==> config.mk <==
export PLATFORM = sky130hd
export DESIGN_NAME = lnl_io_unit
export DESIGN_NICKNAME = d
export VERILOG_FILES = /design/src/rtl/lnl_io_unit.sv
export SDC_FILE = /design/constraint.sdc
export NUM_CORES = 1
export LEC_CHECK = 0
export ABC_CLOCK_PERIOD_IN_PS = 5490
export BUFFER_PORTS_ARGS = -buffer_cell sky130_fd_sc_hd__clkbuf_2
export CORE_MARGIN = 8
export CORE_UTILIZATION = 30
export DETAILED_ROUTE_END_ITERATION = 10
export PLACE_DENSITY = 0.61
export SYNTH_ARGS = -nofsm -noshare
export SYNTH_HDL_FRONTEND = slang
export SYNTH_SLANG_ARGS = --single-unit
==> constraint.sdc <==
create_clock -name clk -period 5.49 [get_ports clk]
set_input_delay 1.098 -clock clk [delete_from_list [all_inputs] [get_ports clk]]
set_output_delay 1.098 -clock clk [all_outputs]
set_load 0.05 [all_outputs]
==> src/rtl/lnl_io_unit.sv <==
// Keyboard/display I/O controller for the LnL accumulator CPU: input FIFO, output handshake, IEN/IRQ.
// Optional macro LNL_IO_IRQ_MASK_EN adds a software-writable per-source interrupt mask.
module lnl_io_unit #(
    parameter int unsigned DATA_W   = 8,
    parameter int unsigned IN_DEPTH = 4,
    localparam int unsigned LVL_W   = $clog2(IN_DEPTH) + 1
) (
    input  logic              clk,
    input  logic              rst_n,
    input  logic [DATA_W-1:0] kbd_data,
    input  logic              kbd_stb,
    input  logic              cpu_inp,
    input  logic              cpu_out,
    input  logic [DATA_W-1:0] cpu_wdata,
    input  logic              cpu_ion,
    input  logic              cpu_iof,
    input  logic              cpu_iack,
    input  logic              cpu_clr_err,
`ifdef LNL_IO_IRQ_MASK_EN
    input  logic              cpu_imask_wr,
    input  logic [1:0]        cpu_imask,
`endif
    output logic [DATA_W-1:0] cpu_rdata,
    output logic              fgi,
    output logic              fgo,
    output logic              ien,
    output logic              irq,
    output logic              ovf,
    output logic [LVL_W-1:0]  fifo_level,
    output logic [DATA_W-1:0] disp_data,
    output logic              disp_valid,
    input  logic              disp_ack
);

    localparam int unsigned PTR_W = $clog2(IN_DEPTH);

    typedef enum logic [0:0] {IDLE = 1'b0, BUSY = 1'b1} state_e;

    logic [DATA_W-1:0] mem_q [IN_DEPTH];
    logic [PTR_W-1:0]  rd_ptr_q, rd_ptr_d, wr_ptr_q, wr_ptr_d;
    logic [LVL_W-1:0]  level_q, level_d;
    logic              ovf_q, ovf_d, ien_q, ien_d, irq_q, irq_d;
    logic              fgo_q, fgo_d, disp_valid_q, disp_valid_d;
    logic [DATA_W-1:0] disp_data_q, disp_data_d;
    state_e            state_q, state_d;
    logic              full, pop_ok, push_ok;
    logic              m_in, m_out;

`ifdef LNL_IO_IRQ_MASK_EN
    logic [1:0] mask_q, mask_d;

    always_comb begin
        mask_d = cpu_imask_wr ? cpu_imask : mask_q;
    end

    always_ff @(posedge clk or negedge rst_n) begin
        if (!rst_n) mask_q <= 2'b11;
        else        mask_q <= mask_d;
    end

    assign m_in  = mask_d[0];
    assign m_out = mask_d[1];
`else
    assign m_in  = 1'b1;
    assign m_out = 1'b1;
`endif

    // A pop frees a slot in the same cycle, so a full FIFO still accepts a simultaneous push.
    always_comb begin
        full     = (level_q == LVL_W'(IN_DEPTH));
        pop_ok   = cpu_inp && (level_q != '0);
        push_ok  = kbd_stb && (!full || pop_ok);
        ovf_d    = (ovf_q && !cpu_clr_err) || (kbd_stb && full && !pop_ok);
        wr_ptr_d = wr_ptr_q + PTR_W'(push_ok);
        rd_ptr_d = rd_ptr_q + PTR_W'(pop_ok);
        level_d  = level_q + LVL_W'(push_ok) - LVL_W'(pop_ok);

        state_d     = state_q;
        disp_data_d = disp_data_q;
        unique case (state_q)
            IDLE: if (cpu_out) begin
                state_d     = BUSY;
                disp_data_d = cpu_wdata;
            end
            BUSY: if (disp_ack) state_d = IDLE;
        endcase
        fgo_d        = (state_d == IDLE);
        disp_valid_d = (state_d == BUSY);

        ien_d = ien_q;
        if (cpu_iack)     ien_d = 1'b0;
        else if (cpu_iof) ien_d = 1'b0;
        else if (cpu_ion) ien_d = 1'b1;

        // Built from next-state flags so irq asserts alongside the flag that causes it.
        irq_d = ien_d && (((level_d != '0) && m_in) || (fgo_d && m_out));
    end

    always_ff @(posedge clk or negedge rst_n) begin
        if (!rst_n) begin
            rd_ptr_q     <= '0;
            wr_ptr_q     <= '0;
            level_q      <= '0;
            ovf_q        <= 1'b0;
            ien_q        <= 1'b0;
            irq_q        <= 1'b0;
            fgo_q        <= 1'b1;
            disp_valid_q <= 1'b0;
            disp_data_q  <= '0;
            state_q      <= IDLE;
        end else begin
            rd_ptr_q     <= rd_ptr_d;
            wr_ptr_q     <= wr_ptr_d;
            level_q      <= level_d;
            ovf_q        <= ovf_d;
            ien_q        <= ien_d;
            irq_q        <= irq_d;
            fgo_q        <= fgo_d;
            disp_valid_q <= disp_valid_d;
            disp_data_q  <= disp_data_d;
            state_q      <= state_d;
        end
    end

    // Storage is deliberately not reset; the level counter alone defines validity.
    always_ff @(posedge clk) begin
        if (push_ok) mem_q[wr_ptr_q] <= kbd_data;
    end

    assign cpu_rdata  = (level_q != '0) ? mem_q[rd_ptr_q] : '0;
    assign fgi        = (level_q != '0);
    assign fifo_level = level_q;
    assign fgo        = fgo_q;
    assign ien        = ien_q;
    assign irq        = irq_q;
    assign ovf        = ovf_q;
    assign disp_data  = disp_data_q;
    assign disp_valid = disp_valid_q;

endmodule

# ---- Yosys cells after proc, flatten, opt, wreduce, memory -nomap -nowiden
# Memory sizes are Yosys's and may differ from the RTL's.
# Cells that the tools add are included.
dict set report totals {
  regBits 20
  latchBits 0
  ram_bits 32
  rom_bits 0
  word_cells 41
  n_memories 1
}
# memory depth word_bits read_ports rd_ports_with_merged_regs write_ports line_no
set mem_list {}
lappend mem_list {mem_q 4 8 1 0 1 39} ;# logic [DATA_W-1:0] mem_q [IN_DEPTH];
dict set report op_classes {
  addsub 4
  mul 0
  n_div 0
  order_cmp 0
  eq_ne 1
  n_shift 0
  mux 9
  bitwise_logic 2
  reduce_logical 15
}
# cell count
set ops {}
lappend ops {{$mux W8} 1}
lappend ops {{$mux W1} 7}
lappend ops {{$logic_and A1 B1 Y1} 6}
lappend ops {{$reduce_bool A3 Y1} 2}
lappend ops {{$add A2 B1 Y2} 2}
lappend ops {{$add A3 B1 Y3} 1}
lappend ops {{$eq A3 B3 Y1 const B} 1}
lappend ops {{$logic_not A1 Y1} 3}
lappend ops {{$logic_or A1 B1 Y1} 3}
lappend ops {{$sub A3 B1 Y3} 1}
lappend ops {{$not A1 Y1} 2}
lappend ops {{$pmux W1 S2} 1}
lappend ops {{$reduce_and A2 Y1} 1}

# ---- Depth between registers and ports, before layout
dict set report depth {
  word_depth 9
  depth_mapped 9
  ltp_nobuf 9
}

# ---- Worst setup path after synthesis
# OpenSTA, ideal clock, no wires.
dict set report synth_timing {
  kind {input port to flip-flop}
  from {in cpu_inp}
  to {reg irq_q, in the netlist irq}
  setup_time_ns 0.119
  t_arrival_ns 2.935
  t_required_ns 5.371
  setup_slack_ns 2.436
  stages 8
  n_path_buf 0
  cell_sequence {nor4b_2 > nand2b_2 > ha_1 > inv_1 > ha_1 > fa_1 > a2111o_1 > o21a_1}
}
dict set report synth_between {
  elab_chain_len 8
}
# element line_no
set synth_rtl {}
lappend synth_rtl {{start, declared} 12} ;# input logic cpu_inp,
lappend synth_rtl {{$logic_and A1 B1 Y1 (*)} 71} ;# pop_ok = cpu_inp && (level_q != '0);
lappend synth_rtl {{$logic_or A1 B1 Y1} 72} ;# push_ok = kbd_stb && (!full || pop_ok);
lappend synth_rtl {{$logic_and A1 B1 Y1} 72}
lappend synth_rtl {{$add A3 B1 Y3} 76} ;# level_d = level_q + LVL_W'(push_ok) - LVL_W'(pop_ok);
lappend synth_rtl {{$sub A3 B1 Y3 (*)} 76}
lappend synth_rtl {{via level_d[1]} 41} ;# logic [LVL_W-1:0] level_q, level_d;
lappend synth_rtl {{$reduce_bool A3 Y1 (*)} 96} ;# irq_d = ien_d && (((level_d != '0) && m_in) || (fgo_d && m_out));
lappend synth_rtl {{$logic_or A1 B1 Y1 (*)} 96}
lappend synth_rtl {{$logic_and A1 B1 Y1 (*)} 96}
lappend synth_rtl {{via irq_d} 42} ;# logic ovf_q, ovf_d, ien_q, ien_d, irq_q, irq_d;
lappend synth_rtl {{end signal, assigned} 117} ;# irq_q <= irq_d;
lappend synth_rtl {{end, declared} 42}
# Mark *: on every way through the listed nets, which the timed path passes. The rest lies on a longest branch.
# A chain may end at the register's enable or synchronous reset.

# ---- Worst setup path in the final report
dict set report layout_timing {
  from {reg rd_ptr_q[0]}
  to {out cpu_rdata[0]}
}
dict set report layout_between {
  elab_chain_len 2
}
# element line_no
set layout_rtl {}
lappend layout_rtl {{start, declared} 40} ;# logic [PTR_W-1:0] rd_ptr_q, rd_ptr_d, wr_ptr_q, wr_ptr_d;
lappend layout_rtl {{start signal, assigned} 112} ;# rd_ptr_q <= rd_ptr_d;
lappend layout_rtl {{$mem_v2 Z4 W8} -}
lappend layout_rtl {{$mux W8} 130} ;# assign cpu_rdata = (level_q != '0) ? mem_q[rd_ptr_q] : '0;
lappend layout_rtl {{end, declared} 23} ;# output logic [DATA_W-1:0] cpu_rdata,
# No other way between the ends.

==> flow_summary.yaml <==
setup_path:
  ff2ff_path_depth: 8
  path_max_fanout: 9
  start_kind: "flop"
  slowest_delay_ns: 0.72
  critPathSlowestCell: "dfrtp_1"
  path_cells: "mux4_2 -> nor2b_1 -> clkbuf_2"
  reg2reg_slack_ns: 2.59
  required_ns: 4.39
  rr_startpoint: "fifo_level[1]"
  crit_arrival_ns: 2.03
  critPathCaptureType: "output port"
  crit_type: "flop to output port"
  r2r-end: "irq"
detailed_routing:
  firstDrtPassIters: 3
  drc: 0
  avgRoutedWirePerCell_um: 15.8
  drtAntennaViolNets: 0
  drtIter0Drc: 47
  vias: 1129
  via_per_inst: 4.52
  totalWireLength_um: 3960
finish:
  nFillCells: 641
  fin_cells: 250
  nNetsFinal: 200
  syn_to_final_growth_pct: 22.7
  drive_gt1_share_pct: 48.2
  stdcell_area_mm2: 0.00252
  multi_input_comb_area_um2: 543
  regArea_mm2: 0.00146
  antenna-diode-count: 0
power_and_ir_drop:
  power.leakage_nw: 1.03
  total_power_mw: 1.51
  power_density_mw_per_mm2: 599
  ir_worst_vdd_uv: 270
floorplanning:
  die_area_mm2: 0.00975
  dieWidth_um: 98.7
  core_mm2: 0.00672
  io_pins: 51
  num_rows: 30
  die_h_um: 98.7
  initial_core_util_pct: 30.6
synthesis:
  ys_seq_elements: 52
  syn_area_mm2: 0.00205
  syn_area_per_cell_um2: 18.3
  yosys_warnings: 0
  synth_cell_type_count: 26
  synth-edff-count: 32
  synth_fp_nets: 143
  synth_top_area_cell: "edfxtp_1"
  ys_seq_area_share_pct: 71.2
  async_reset_ff_share_pct: 38.5
  netlist.area_leader.share_pct: 46.8
  synth_common_cells: "edfxtp_1 (32), dfrtp_1 (19), nor2b_1 (10)"
  synthCells: 112
  synth_flop_cell: "edfxtp_1"
  synth_most_common_cell: "edfxtp_1"
  netlist_top_cells_area: "edfxtp_1 (47%), dfrtp_1 (23%), mux4_2 (8.8%)"
cts:
  hold_buffers: 0
  post_cts_buffers: 0
  htreeDepth: 2
  path_clk_slew_ns: 0.10
  clockBufferDepth: 2
  cts_sinks: 52
  root_buffer: "clkbuf_8"
  clk_latency_ns: 0.30
  cts_resized: 0
  cts_tree: "built"
  cts_buffers: 5
placement:
  numPortBuffers: 50
  gp_congestion: 0.704
  dp_slack_ns: 2.20
  place_hpwl_um: 2890
  dp_cells: 242
  place_area_mm2: 0.00240
global_route:
  grt_pass1_wl_um: 6730
  grt_usage_pct: 8.84
  grt_overflow: 0
  antenna_found_initial: 0
  grt_pass1_vias: 1343
  grt_max_degree: 21
sta:
  relSlewSlack_pct: 53.2
  setup_viol: 0
  finalSetupTns_ns: 0
  min_period_ns: 3.13
  fmax_ghz: 0.319
  post-route-period-util_pct: 57.0
  worstMarginPinSlew_ns: 0.699
  fin_ws_ns: 2.36
  grt_setup_unrepaired: "false"
  maxSlewViolCount: 0
  timing_hold_violations_final: 0
  fin_skew_ns: 0.00687
min_path:
  worstHoldStart: "disp_data[1]"
  holdPathStages: 1
  min_to: "disp_data[1]"
  hp-class: "flop to flop"
status:
  outcome: "finished clean"
job:
  drv_cap: 0
cell usage in the layout, fill, tap and decap left out, drive strengths merged, types with 2 or more instances in the layout:
cell type  synthesis  layout
nor3               3       3
mux4               8       8
xor2               2       2
nor2               2       2
ha                 4       4
xnor2              2       2
edfxtp            32      32
nor3b              2       2
nor2b             10      10
clkbuf             0      55
inv                7       8
dfrtp             19      19
mux2               8       8
buf                3       3
routing by layer:
| metal | share of wire, % | wire length [um] | track usage (%) |
|---|---|---|---|
| met5 | 0 | 0 | 0 |
| met4 | 1.1 | 42 | 2.48 |
| met3 | 11 | 419 | 4.79 |
| met2 | 44 | 1750 | 13.4 |
| met1 | 44 | 1750 | 10.6 |
power by group:
group / leakage, nW / total (mW) / internal [mW] / switching [mW]
Clock: 0.0548 / 0.265 / 0.137 / 0.127
Combinational: 0.440 / 0.646 / 0.208 / 0.438
Sequential: 0.531 / 0.597 / 0.516 / 0.0808
flip-flops by register name, indices dropped and copies added, names as in the netlist:
name	cells
irq	1
ien	1
fifo_level	3
fgo	1
state_q	1
disp_data	8
wr_ptr_q	2
rd_ptr_q	2
mem_q	32
ovf	1
kinds of logic after synthesis:
kind of cell / count (synthesis) / synth area share [%]
flops: 52 / 71.2
simple gates: 21 / 6.76
mux: 16 / 13.2
buf+inv: 10 / 2.32
fa+ha+maj: 5 / 3.41
compound gates: 4 / 1.40
xor+xnor: 4 / 1.71
area by class of cell:
class,count,share of cell area [%]
repair buffers,53,10.8
clock inverters,3,1.84
multi-input cells,50,21.5
clock buffers,5,2.73
flip-flops and latches,52,58.0
well taps,80,3.97
inverters,7,1.04
stage by stage:
step | hold slack (ns) | util [%]
final | 0.518 | 37.5
after global routing | 0.545 | 37.5
after CTS | 0.523 | 37.5
after detailed placement | 0.495 | 35.8
after global placement | 0.490 | 35.8
after floorplan | 0.488 | -
critical path, delay by kind of cell, from the launching register on:
family,cells,cell delay (ns)
buffers and inverters,1,0.27
and+or+nand+nor,1,0.15
muxes,1,0.58
DFF,1,0.72
worst max-delay path by stage:
stage / startpoint / end / slack (ns) / depth (start not counted)
after detailed placement: cpu_inp / irq / 2.20 / 9
after global routing: rd_ptr_q[0] / cpu_rdata[0] / 2.21 / 3
after CTS: rd_ptr_q[0] / cpu_rdata[0] / 2.27 / 3
after global placement: cpu_inp / irq / 2.28 / 9
after floorplan: cpu_inp / irq / 2.44 / 8
final: rd_ptr_q[0] / cpu_rdata[0] / 2.36 / 3
Power figures use the tool's default switching activity.
